**config.mk**
```make
export PLATFORM = sky130hd
export DESIGN_NAME = infra_rst_sequencer
export DESIGN_NICKNAME = d
export VERILOG_FILES = /design/src/rtl/infra_rst_sequencer.sv
export SDC_FILE = /design/constraint.sdc
export NUM_CORES = 1
export LEC_CHECK = 0
export ABC_AREA = 1
export CORE_ASPECT_RATIO = 1.75
export CORE_MARGIN = 2
export CORE_UTILIZATION = 30
export CTS_BUF_LIST = sky130_fd_sc_hd__clkbuf_8
export CTS_CLUSTER_SIZE = 24
export DETAILED_ROUTE_END_ITERATION = 12
export HOLD_SLACK_MARGIN = 0.02
export PLACE_DENSITY = 0.43
export RECOVER_POWER = 25
export SYNTH_ARGS = -nofsm -noshare
export SYNTH_HDL_FRONTEND = slang
export SYNTH_SLANG_ARGS = --single-unit
```
**constraint.sdc**
```tcl
create_clock -name sys_clk -period 2.03 [get_ports sys_clk]
set_input_delay 0.3045 -clock sys_clk [delete_from_list [all_inputs] [get_ports sys_clk]]
set_output_delay 0.3045 -clock sys_clk [all_outputs]
set_load 0.03 [all_outputs]
```
**src/rtl/infra_rst_sequencer.sv**
```systemverilog
`default_nettype none
//============================================================================
// Module   : infra_rst_sequencer
// Brief    : Lock-qualified, staged reset release for board infrastructure.
// Revision : 1.0 - initial release
//============================================================================
module infra_rst_sequencer #(
   parameter int N_CH         = 4,
   parameter int HOLD_CYCLES  = 65535,
   parameter int STAGE_GAP    = 16,
   parameter int LOCK_FILTER  = 8,
   parameter int WAIT_IDELAY  = 1,
   parameter int IDLY_TIMEOUT = 4096
) (
   input  logic            sys_clk,
   input  logic            sys_rst,
   input  logic            pll_lock,
   input  logic            idelay_rdy,
   output logic [N_CH-1:0] rst_out,
   output logic            all_ready,
   output logic            idly_err,
   output logic [15:0]     lock_lost_cnt,
   output logic [2:0]      seq_state
);

   localparam int FILT_W = $clog2(LOCK_FILTER + 1);
   localparam int HOLD_W = $clog2(HOLD_CYCLES + 1);
   localparam int IDLY_W = $clog2(IDLY_TIMEOUT + 1);
   localparam int GAP_W  = (STAGE_GAP > 1) ? $clog2(STAGE_GAP) : 1;
   localparam int CH_W   = (N_CH > 1) ? $clog2(N_CH) : 1;

   localparam logic [FILT_W-1:0] FILT_LAST = FILT_W'(LOCK_FILTER - 1);
   localparam logic [FILT_W-1:0] FILT_DONE = FILT_W'(LOCK_FILTER);
   localparam logic [HOLD_W-1:0] HOLD_LAST = HOLD_W'(HOLD_CYCLES - 1);
   localparam logic [IDLY_W-1:0] IDLY_LAST = IDLY_W'(IDLY_TIMEOUT - 1);
   localparam logic [GAP_W-1:0]  GAP_LAST  = GAP_W'(STAGE_GAP - 1);
   localparam logic [CH_W-1:0]   CH_LAST   = CH_W'(N_CH - 1);

   typedef enum logic [2:0] {
      WAIT_LOCK = 3'd0,
      HOLD      = 3'd1,
      WAIT_IDLY = 3'd2,
      RELEASE   = 3'd3,
      RUN       = 3'd4
   } state_t;

   state_t            state;
   logic              lock_meta, lock_s, rdy_meta, rdy_s;
   logic [FILT_W-1:0] filt_cnt;
   logic [HOLD_W-1:0] hold_cnt;
   logic [IDLY_W-1:0] idly_cnt;
   logic [GAP_W-1:0]  gap_cnt;
   logic [CH_W-1:0]   ch_idx;

   assign seq_state = state;

   always_ff @(posedge sys_clk) begin
      if (sys_rst) begin
         lock_meta     <= 1'b0;
         lock_s        <= 1'b0;
         rdy_meta      <= 1'b0;
         rdy_s         <= 1'b0;
         state         <= WAIT_LOCK;
         filt_cnt      <= '0;
         hold_cnt      <= '0;
         idly_cnt      <= '0;
         gap_cnt       <= '0;
         ch_idx        <= '0;
         rst_out       <= '1;
         all_ready     <= 1'b0;
         idly_err      <= 1'b0;
         lock_lost_cnt <= '0;
      end else begin
         lock_meta <= pll_lock;
         lock_s    <= lock_meta;
         rdy_meta  <= idelay_rdy;
         rdy_s     <= rdy_meta;

         // Losing lock anywhere past the filter overrides all progress.
         if (state != WAIT_LOCK && !lock_s) begin
            state     <= WAIT_LOCK;
            filt_cnt  <= '0;
            hold_cnt  <= '0;
            idly_cnt  <= '0;
            gap_cnt   <= '0;
            ch_idx    <= '0;
            rst_out   <= '1;
            all_ready <= 1'b0;
            if (lock_lost_cnt != 16'hFFFF)
               lock_lost_cnt <= lock_lost_cnt + 16'd1;
         end else begin
            case (state)
               WAIT_LOCK: begin
                  if (!lock_s) begin
                     filt_cnt <= '0;
                  end else if (filt_cnt == FILT_LAST) begin
                     filt_cnt <= FILT_DONE;
                     hold_cnt <= '0;
                     state    <= HOLD;
                  end else begin
                     filt_cnt <= filt_cnt + 1'b1;
                  end
               end
               HOLD: begin
                  if (hold_cnt == HOLD_LAST) begin
                     idly_cnt <= '0;
                     gap_cnt  <= '0;
                     ch_idx   <= '0;
                     state    <= (WAIT_IDELAY != 0) ? WAIT_IDLY : RELEASE;
                  end else begin
                     hold_cnt <= hold_cnt + 1'b1;
                  end
               end
               WAIT_IDLY: begin
                  if (rdy_s) begin
                     state <= RELEASE;
                  end else if (idly_cnt == IDLY_LAST) begin
                     idly_err <= 1'b1;
                     state    <= RELEASE;
                  end else begin
                     idly_cnt <= idly_cnt + 1'b1;
                  end
               end
               RELEASE: begin
                  // gap_cnt counts down the spacing to the next channel release.
                  if (gap_cnt == '0) begin
                     rst_out[ch_idx] <= 1'b0;
                     if (ch_idx == CH_LAST) begin
                        all_ready <= 1'b1;
                        state     <= RUN;
                     end else begin
                        ch_idx  <= ch_idx + 1'b1;
                        gap_cnt <= GAP_LAST;
                     end
                  end else begin
                     gap_cnt <= gap_cnt - 1'b1;
                  end
               end
               RUN: begin
               end
               default: state <= WAIT_LOCK;
            endcase
         end
      end
   end

endmodule
`default_nettype wire

```
==> results by group <==
Run status
  – Status: completed

Power
  – Seq pwr share: a little over two fifths
  – NetSw: approximately 0.0012 W
  – Clock share of power: around a third
  – Power, Total: 0.00341 W
  – Switching Fraction: 34.1%
  – P_leak: between 1.5 and 2 nW
  – Logic pwr share: approximately a quarter
  – Cell Pwr Density: 733 nW/um2
  – VDD IR max: ~330 uV
  – Internal power: 0.00225 W

Placed design
  – Placement Cell Area: 4450 um2
  – Placed insts: between 800 and 900
  – GPL Wtd Cong: between 0.8 and 0.9
  – Port Buf Inserts: 28
  – Post-DP HPWL: approximately 7.9 mm

Synthesis
  – Library cells used by synthesis: 33
  – Synthesized area per cell: around 6.5 um2
  – Post-synthesis sequential area ratio: 34.6%
  – Synth Warn #: 0
  – Syn_nets: 619
  – Post-Syn Instances: about 600
  – Synth Register Bits: 68
  – Synthesized area: between 3000 and 4000 um2

Critical path
  – Crit path from: lock_lost_cnt[9]
  – CP Depth: 2
  – Startpoint Class: register
  – Slowest cell on the critical path: clkdlybuf4s50_1
  – Worst path bufs/invs: 2
  – Crit end category: output pin
  – Max stage delay on crit path: ~0.67 ns
  – Reg-to-reg startpoint: lock_lost_cnt[0]
  – Delay-heaviest family, CP: buffers and inverters
  – Max FO, Critical Path: 4
  – R2R depth: 10
  – Sequence of cells on the critical path: buf_4 > clkdlybuf4s50_1
  – Critical path class: register to output pin
  – Req. time, crit path: 1.73 ns
  – CP Data Arrival Time: 1.55 ns

Routing
  – TritonRoute pass-1 iters: 4
  – Drc violations: 0
  – Via count: a little under 4000
  – Drt total wl: ~10 mm
  – Via density: approximately 4.7
  – Post-route ant nets: 0
  – Detailed Route Iter0 Violations: ~130
  – Wire per inst: around 13 um

Die
  – DIE HEIGHT: ~160 um
  – Die X: ~91 um
  – Full die area: 14100 um2
  – Io pins: 29
  – Core area: between 10000 and 15000 um2
  – Initial Util: between 30% and 40%
  – Std cell rows: 55

Cells and area
  – Fillers: approximately 1400
  – Final instance area: between 4000 and 5000 um2
  – Layout cell share with drive strength beyond 1: 9.08%
  – N_diodes: 0
  – Sequential cell area: approximately 1400 um2
  – Most common cell after layout, fill and taps aside: nand2_1
  – Most frequent cells in the layout: nand2_1 (170), nor2_1 (85), inv_1 (68), dfxtp_1 (68), nand3_1 (52)
  – Layout Area Growth over Synthesis: 18.2%
  – Non-filler cells, final: 821
  – Nets: about 660
  – Area occupied by multi-input gates: 2200 um2

Job
  – Maxcap violations: 0

Clock tree
  – H-tree levels: 3
  – Clk sink count: just under 70
  – TritonCTS Buffers: 9
  – Max Root-Sink Buffers: 2
  – Clock transition at the registers of the reported paths: about 0.080 ns
  – Post-CTS Setup Inserts: 0
  – Worst-skew pair later-pin latency: roughly 0.35 ns
  – Clock root buffer: clkbuf_8
  – TritonCTS clock tree: built

Timing
  – Final TNS setup: 0 ns
  – Slew @ Worst Pin: between 0.4 and 0.5 ns
  – Hold violation count in the final report: 0
  – Minimum clock period: between 1.5 and 2 ns
  – Clock Skew: about 0.012 ns
  – RSZ-0062 raised after global routing: false
  – Relative slew margins: between 70% and 80%
  – Setup violators final: 0
  – Achievable Freq: between 500 and 600 MHz
  – Final Max Tran Viols: 0
  – Fin crit share: between 90% and 100%

GRT
  – Initial antenna violation count: 0
  – Gr ovfl total: 0
  – Number of global-route vias before repair: about 4000
  – First-pass GRT wire length: 18.1 mm
  – Total Routing Usage GR: 15.8%
  – Largest net degree at the start of global routing: 18

Hold path
  – Hold depth: 2
  – Worst min-delay path class: register to register
  – Hold_sp: lock_meta
-- registers in the layout (all words and copies together), names as in the netlist --
register / cells
hold_cnt: 16
lock_lost_cnt: 16
idly_cnt: 13
filt_cnt: 4
gap_cnt: 4
rst_out: 4
seq_state: 3
ch_idx: 2
all_ready: 1
idly_err: 1
lock_meta: 1
lock_s: 1
rdy_meta: 1
rdy_s: 1
-- power groups by stage --
stage          clock network, W  logic (W)  registers (W)
3_5_place_dp                  0   0.000844        0.00146
3_3_place_gp                  0   0.000842        0.00146
2_1_floorplan                 0   0.000556        0.00150
5_1_grt                 0.00126   0.000918        0.00144
4_1_cts                 0.00120   0.000845        0.00143
6_report                0.00115   0.000826        0.00143
-- cell type report --
cell class,instances,share of cell area [%]
repair buffers,44,8.37
flip-flops and latches,68,29.3
clock inverters,5,1.10
clock buffers,11,3.26
inverters,74,5.98
well taps,171,4.60
multi-input cells,448,47.4
-- per-stage QoR --
| step | utilization, % | worst slack (ns) | hold WS (ns) |
|---|---|---|---|
| after global routing | 36.1 | 0.0251 | 0.431 |
| after global placement | 34.6 | 0.238 | 0.404 |
| after detailed placement | 34.6 | 0.205 | 0.409 |
| final | 36.1 | 0.174 | 0.413 |
| after floorplan | - | 0.253 | 0.374 |
| after CTS | 36.2 | 0.153 | 0.421 |
-- synthesized netlist by cell type, drive strengths merged --
library cell | count | area share (%)
o211ai | 1 | 0.19
nand3 | 54 | 7.1
nor3 | 13 | 1.7
dfxtp | 68 | 35
o21bai | 1 | 0.48
inv | 73 | 7.0
nand4 | 14 | 2.2
nor4 | 2 | 0.32
nand3b | 2 | 0.38
nor2 | 95 | 10
ha | 10 | 3.2
clkinv | 1 | 0.095
xnor2 | 7 | 1.6
clkbuf | 3 | 0.29
nand2 | 180 | 18
a211oi | 1 | 0.19
xor2 | 10 | 2.2
o21ai | 6 | 0.76
buf | 12 | 2.1
o21a | 1 | 0.19
a21oi | 48 | 6.1
a31oi | 1 | 0.16
nor3b | 2 | 0.38
-- cell families (layout without fill, tap and decap cells) --
group | count (synthesis) | in the layout | share of synthesized area [%]
flip-flops | 68 | 68 | 34.6
AO/OA/AOI/OAI | 59 | 59 | 8.08
adder cells (fa/ha/maj) | 10 | 10 | 3.18
XOR/XNOR | 17 | 17 | 3.78
AND/OR/NAND/NOR | 362 | 362 | 40.9
buffers and inverters | 89 | 134 | 9.45
-- tightest hold or removal path, cell delays in order (launching register included) --
cell and delay (ns):
dfxtp_1 0.30, inv_1 0.04, nor2_1 0.03
-- routing by layer --
layer  wire [um]  track usage, %  vias to the layer above
met1        4330            16.7                     1794
met3         201            2.76                       16
met4         193            6.01                        0
met2        5750            30.7                       44
li1            -               -                     2004
met5           0               0                        -
-- timing repair --
item	CTS	global route
hold buffers	0	0
resized for setup	0	1
setup endpoints to repair	0	8
-- final timing paths --
path,end,slack [ns]
max,lock_lost_cnt[9],0.17
min,lock_s,0.41
max reg2reg,lock_lost_cnt[11],0.21
min reg2reg,lock_s,0.41
No activity file was read; power rests on OpenSTA's default activity.
